## src/rtl/if_stage.sv

```systemverilog
// Instruction-fetch stage.
// Owns the program counter, presents it to a combinational instruction
// memory, and captures the returned word into an IF/ID register that is
// handed to decode with a valid/ready handshake. Execute can redirect the
// PC. A misaligned redirect or a fetch past the end of memory parks the
// stage in a sticky FAULT state until reset.
//
// Handshake: out_valid/out_instr/out_pc/out_pc_plus4 form one beat. A beat
// transfers on a rising edge where out_valid && out_ready. While
// out_valid && !out_ready the beat is held unchanged. out_valid never
// depends combinationally on out_ready.
module if_stage #(
    parameter logic [31:0] RESET_PC   = 32'h0000_0000,
    parameter int unsigned IMEM_BYTES = 8192
) (
    input  logic        clk,
    input  logic        rst_n,
    output logic [31:0] imem_addr,
    input  logic [31:0] imem_instr,
    input  logic        redirect_valid,
    input  logic [31:0] redirect_pc,
    input  logic        out_ready,
    output logic        out_valid,
    output logic [31:0] out_instr,
    output logic [31:0] out_pc,
    output logic [31:0] out_pc_plus4,
    output logic        fault,
    output logic [1:0]  fault_cause,
    output logic [1:0]  fsm_state
);

    // FSM encoding; FSM state is also visible on fsm_state.
    localparam logic [1:0] ST_BOOT  = 2'd0;
    localparam logic [1:0] ST_RUN   = 2'd1;
    localparam logic [1:0] ST_FAULT = 2'd2;

    // Fault cause encoding.
    localparam logic [1:0] CAUSE_NONE     = 2'd0;
    localparam logic [1:0] CAUSE_MISALIGN = 2'd1;
    localparam logic [1:0] CAUSE_RANGE    = 2'd2;

    // Range limit widened by one bit so pc+3 cannot wrap past the compare.
    localparam logic [32:0] IMEM_LIMIT = 33'(IMEM_BYTES);

    // Registered state.
    logic [1:0]  state;
    logic [31:0] pc;

    // Next-state values.
    logic [1:0]  state_n;
    logic [31:0] pc_n;
    logic        valid_n;
    logic [31:0] instr_n;
    logic [31:0] opc_n;
    logic [31:0] opc4_n;
    logic [1:0]  cause_n;

    // Helpers for the RUN decisions.
    logic        accept;
    logic [31:0] pc_plus4;
    logic [32:0] fetch_last;
    logic        fetch_oob;
    logic        redirect_misaligned;

    assign imem_addr = pc;
    assign fault     = (state == ST_FAULT);
    assign fsm_state = state;

    // Derived fetch conditions: capture slot, sequential PC, range and
    // alignment checks.
    always_comb begin
        accept              = !out_valid || out_ready;
        pc_plus4            = pc + 32'd4;
        fetch_last          = {1'b0, pc} + 33'd3;
        fetch_oob           = (fetch_last >= IMEM_LIMIT);
        redirect_misaligned = (redirect_pc[1:0] != 2'b00);
    end

    // Next-state logic: redirect beats accept, accept beats stall; faults are
    // evaluated redirect-first and always discard the held instruction.
    always_comb begin
        state_n = state;
        pc_n    = pc;
        valid_n = out_valid;
        instr_n = out_instr;
        opc_n   = out_pc;
        opc4_n  = out_pc_plus4;
        cause_n = fault_cause;

        case (state)
            ST_BOOT: begin
                // One idle cycle after reset release; redirects ignored.
                valid_n = 1'b0;
                state_n = ST_RUN;
            end

            ST_RUN: begin
                if (redirect_valid) begin
                    valid_n = 1'b0;
                    if (redirect_misaligned) begin
                        state_n = ST_FAULT;
                        cause_n = CAUSE_MISALIGN;
                    end else begin
                        pc_n = redirect_pc;
                    end
                end else if (accept) begin
                    if (fetch_oob) begin
                        state_n = ST_FAULT;
                        cause_n = CAUSE_RANGE;
                        valid_n = 1'b0;
                    end else begin
                        instr_n = imem_instr;
                        opc_n   = pc;
                        opc4_n  = pc_plus4;
                        valid_n = 1'b1;
                        pc_n    = pc_plus4;
                    end
                end
                // Otherwise stalled: everything holds.
            end

            ST_FAULT: begin
                // Frozen until reset.
                valid_n = 1'b0;
            end

            default: begin
                // Unused encoding: park safely in FAULT.
                state_n = ST_FAULT;
                valid_n = 1'b0;
            end
        endcase
    end

    // State registers with asynchronous active-low reset.
    always_ff @(posedge clk or negedge rst_n) begin
        if (!rst_n) begin
            state        <= ST_BOOT;
            pc           <= RESET_PC;
            out_valid    <= 1'b0;
            out_instr    <= 32'd0;
            out_pc       <= 32'd0;
            out_pc_plus4 <= 32'd0;
            fault_cause  <= CAUSE_NONE;
        end else begin
            state        <= state_n;
            pc           <= pc_n;
            out_valid    <= valid_n;
            out_instr    <= instr_n;
            out_pc       <= opc_n;
            out_pc_plus4 <= opc4_n;
            fault_cause  <= cause_n;
        end
    end

endmodule

```

## config.mk

```make
export PLATFORM = sky130hd
export DESIGN_NAME = if_stage
export DESIGN_NICKNAME = d
export VERILOG_FILES = /design/src/rtl/if_stage.sv
export SDC_FILE = /design/constraint.sdc
export NUM_CORES = 1
export LEC_CHECK = 0
export ABC_AREA = 1
export BUFFER_PORTS_ARGS = -buffer_cell sky130_fd_sc_hd__buf_2
export CORE_ASPECT_RATIO = 0.75
export CORE_MARGIN = 1
export CORE_UTILIZATION = 41
export DETAILED_ROUTE_END_ITERATION = 12
export PLACE_DENSITY_LB_ADDON = 0.3
export SETUP_SLACK_MARGIN = 0.02
export SLEW_MARGIN = 20
export SYNTH_ARGS = -nofsm -noshare
export SYNTH_HDL_FRONTEND = slang
export SYNTH_SLANG_ARGS = --single-unit
```

## constraint.sdc

```tcl
create_clock -name clk -period 2.5 [get_ports clk]
set_input_delay 0.5 -clock clk [delete_from_list [all_inputs] [get_ports clk]]
set_output_delay 0.5 -clock clk [all_outputs]
set_load 0.01 [all_outputs]
```

==> results by group <==
Global route
  • Antenna violations before repair: 1
  • Global-route usage over all layers: 0.256
  • Pin count of the biggest net entering global routing: between 50 and 60
  • Vias in the first global route: approximately 6000
  • GR Overflow Total: 0
  • First-pass GRT wire length: 32400 um

Final layout
  • Share of cells above drive strength 1: 0.309
  • Final instance area: between 9000 and 10000 sq um
  • Area Growth Syn to Fin: 41.8%
  • # fillers: about 1400
  • Fin nets: 1224
  • Final core occ: 0.604

Setup path
  • R2R setup slack: approximately 46 ps
  • FF-to-FF End: out_instr[0]
  • CP required: roughly 2900 ps
  • Slowest CP cell: dfrtp_1
  • Worst Setup Path Type: flip-flop to flip-flop
  • WP data arrival: roughly 2800 ps
  • Crit path cell chain: buf_4, nand2_2, nor2_4, nand2_2, nor2_4, xor2_2, o21ai_1, nor2_1, nand3_1, nor2_2, nand3_4, buf_12, clkinv_16, clkbuf_16, nand2_1, nand2_1
  • Largest stage delay, worst path: 370 ps
  • R2r worst-path depth: 16
  • Nature of the critical path startpoint: flip-flop
  • CP Capture Type: flip-flop
  • Worst r2r src: imem_addr[3]
  • CP Max Fanout: 11

Logic synthesis
  • Synth cell types: 28
  • Adder-cell area share of the yosys netlist: 0.00190
  • Largest family of logic cells by synthesized area: simple AND/OR/NAND/NOR gates
  • Mapped cell area: 6570 sq um
  • Synth warn: 0
  • Register area share after synthesis: 0.499
  • EDFF count, synth: 0
  • Yosys reg bits: roughly 130
  • Cell count after synthesis: between 800 and 900
  • Syn_area_per_cell: between 7 and 8 sq um
  • Predominant post-synthesis flop cell: dfrtp_1
  • Simple logic cell fraction of the synthesized area: 0.360
  • Syn_nets: around 960
  • Mux cell area share after synthesis: 0
  • Compound-Gate Fraction of Synth Area: 0.0303
  • Post-synthesis xor/xnor area fraction: 0.0373
  • Ys async rst share: 1.00

Detailed routing
  • Via count: between 6000 and 7000
  • Detailed Routing Iterations Pass 1: 5
  • Routed WL per cell: 15.8 um
  • ANT nets after route: 0
  • Residual DRC: 0
  • DRT iter0 DRCs: roughly 480
  • Vias per cell: ~4.9
  • WL final: between 20000 and 25000 um

Floorplanning
  • # IOs: between 200 and 250
  • Row count: 39
  • Core area: ~15000 sq um
  • Chip height: approximately 110 um
  • Die ar.: about 17000 sq um
  • Initial core utilization: 0.426
  • Die X: between 100 and 150 um

Placed design
  • Post-placement cell area: ~8200 sq um
  • Setup WS pre-CTS: -20.8 ps
  • GPL Wtd Cong: about 0.95
  • Post-DP HPWL: ~15000 um
  • IO buf count: approximately 200

Power
  • Leakage power: between 0.005 and 0.006 uW
  • PD cells: between 800 and 900 nW/um^2
  • Peak VDD IR: 0.507 mV

Clock tree
  • Hold-fix buffers at CTS: 0
  • CTS root buf: clkbuf_16
  • Clock latency on the worst-skew pair: roughly 430 ps
  • Clock Tree Buf Depth: 2
  • Clock transition at path regs: ~70 ps
  • H-Tree Level Count: 4
  • CTS tree: done
  • Clock sink count: approximately 130
  • CTS Buf Count: 17

Hold path
  • HP Class: primary input to asynchronous set/reset pin

Timing
  • Slew @ Worst Pin: 553 ps
  • Final Hold Violating Endpoints: 0
  • RSZ-0062 raised after global routing: true
  • Setup slack after layout: approximately 46 ps
  • Final setup fails: 0
  • Post-Route Skew: ~8.7 ps
  • Max Fclk: 0.408 GHz
  • Relative slew slack: 0.632
  • Final TNS setup: 0 ps
  • Fin. max-slew vios: 0
  • Tmin final: approximately 2500 ps
  • Period utilization: 0.981

Job
  • Max cap viols: 0

Status
  • Status: completed
[sequential cells by signal, summed over array words and instances (netlist names)]
signal / cells
fsm_state: 2
out_pc: 32
out_instr: 32
imem_addr: 32
out_valid: 1
out_pc_plus4: 30
fault_cause: 2
[worst max-delay path by stage]
stage / endpoint / slack [ps] / from / depth (start not counted)
detailed placement: out_pc_plus4[2] / -20 / imem_addr[2] / 14
global route: out_instr[0] / -70 / imem_addr[3] / 16
CTS: out_pc[12] / 8 / imem_addr[2] / 14
floorplan: out_pc[14] / 130 / imem_addr[2] / 13
global placement: out_pc[12] / -30 / imem_addr[2] / 14
finish: out_instr[0] / 50 / imem_addr[3] / 16
[stage by stage]
stage	hold WS (ps)	total power [uW]	cells
finish	32.2	8040	1374
global route	62.6	8490	1374
CTS	43.5	7890	1355
detailed placement	459	5420	1323
global placement	452	5380	1323
floorplan	204	4220	890
[cells in the mapped netlist, types with 5 or more instances]
cell type / n / area (sq um)
inv_1: 73 / 274
dfrtp_1: 131 / 3280
buf_4: 9 / 67.6
nand3_1: 21 / 105
nand3b_1: 8 / 60.1
o21ai_1: 15 / 75.1
buf_2: 6 / 30.0
nand4_1: 34 / 213
nor2_1: 108 / 405
clkbuf_1: 23 / 86.3
nor2_2: 5 / 31.3
o21ai_0: 16 / 80.1
nand2_1: 391 / 1470
xor2_1: 27 / 236
[layout make-up]
class / instances / area, sq um / area share
clock inverter: 15 / 161 / 0.0173
sequential: 131 / 3280 / 0.352
inverter: 76 / 312 / 0.0334
multi-input combinational: 645 / 2980 / 0.320
clock buffer: 17 / 425 / 0.0457
antenna: 1 / 2.50 / 0.000269
timing repair buffer: 283 / 1890 / 0.202
tap: 205 / 256 / 0.0275
timing repair inverter: 1 / 8.76 / 0.000940
[where the power goes]
group	switching (uW)	internal, uW
clock	1120	1330
combinational	1530	1080
sequential	380	2600
total	3030	5010
[per-layer routing]
| metal | up-vias | track usage | routed length (um) |
|---|---|---|---|
| li1 | 3296 | - | - |
| met1 | 3181 | 0.389 | 10400 |
| met4 | 0 | 0.0742 | 377 |
| met2 | 284 | 0.363 | 9200 |
| met5 | - | 0 | 0 |
| met3 | 32 | 0.0537 | 1760 |
[worst max-delay path, delay by kind of cell (launching register included)]
kind / cells / cell delay (ps)
buffers and inverters: 4 / 580
AOI/OAI and AO/OA: 1 / 120
DFF: 1 / 370
xor gates and xnor gates: 1 / 200
and+or+nand+nor: 10 / 1110
[placed cells by master (no fill, tap or decap), types with 2 or more instances in the layout]
master      synthesis  layout
inv_8               0       4
inv_6               0       6
dfrtp_1           131     129
nor2_4              3      12
a31oi_1             3       3
buf_2               6     200
buf_6               0       7
o21ai_0            16      16
nand3_1            21      20
nor2_1            108      96
a21oi_1             2       2
dfrtp_2             0       2
inv_2               1       2
o21ai_1            15      14
nor4_1              3       2
buf_4               9      60
nand2_1           391     379
nand2_2             0      12
xor2_2              0       3
nand3b_1            8       8
clkinvlp_4          0       2
clkinv_8            0       3
buf_12              0       9
xor2_1             27      24
nand4_1            34      34
nor3_1              3       3
inv_1              73      72
clkbuf_16           0      24
nor2_2              5       8
[cells by family after synthesis]
| logic type | count (synthesis) |
|---|---|
| adders and majority gates | 1 |
| xor gates and xnor gates | 28 |
| DFF | 131 |
| and+or+nand+nor | 578 |
| buffers and inverters | 114 |
| AOI/OAI and AO/OA | 38 |
[timing repair]
item / in CTS / in global routing
cloned: 0 / 10
pin swaps: 0 / 13
gates resized for setup: 2 / 59
endpoints found under the setup margin: 42 / 129
setup buffers: 0 / 8
Power figures use the tool's default switching activity.
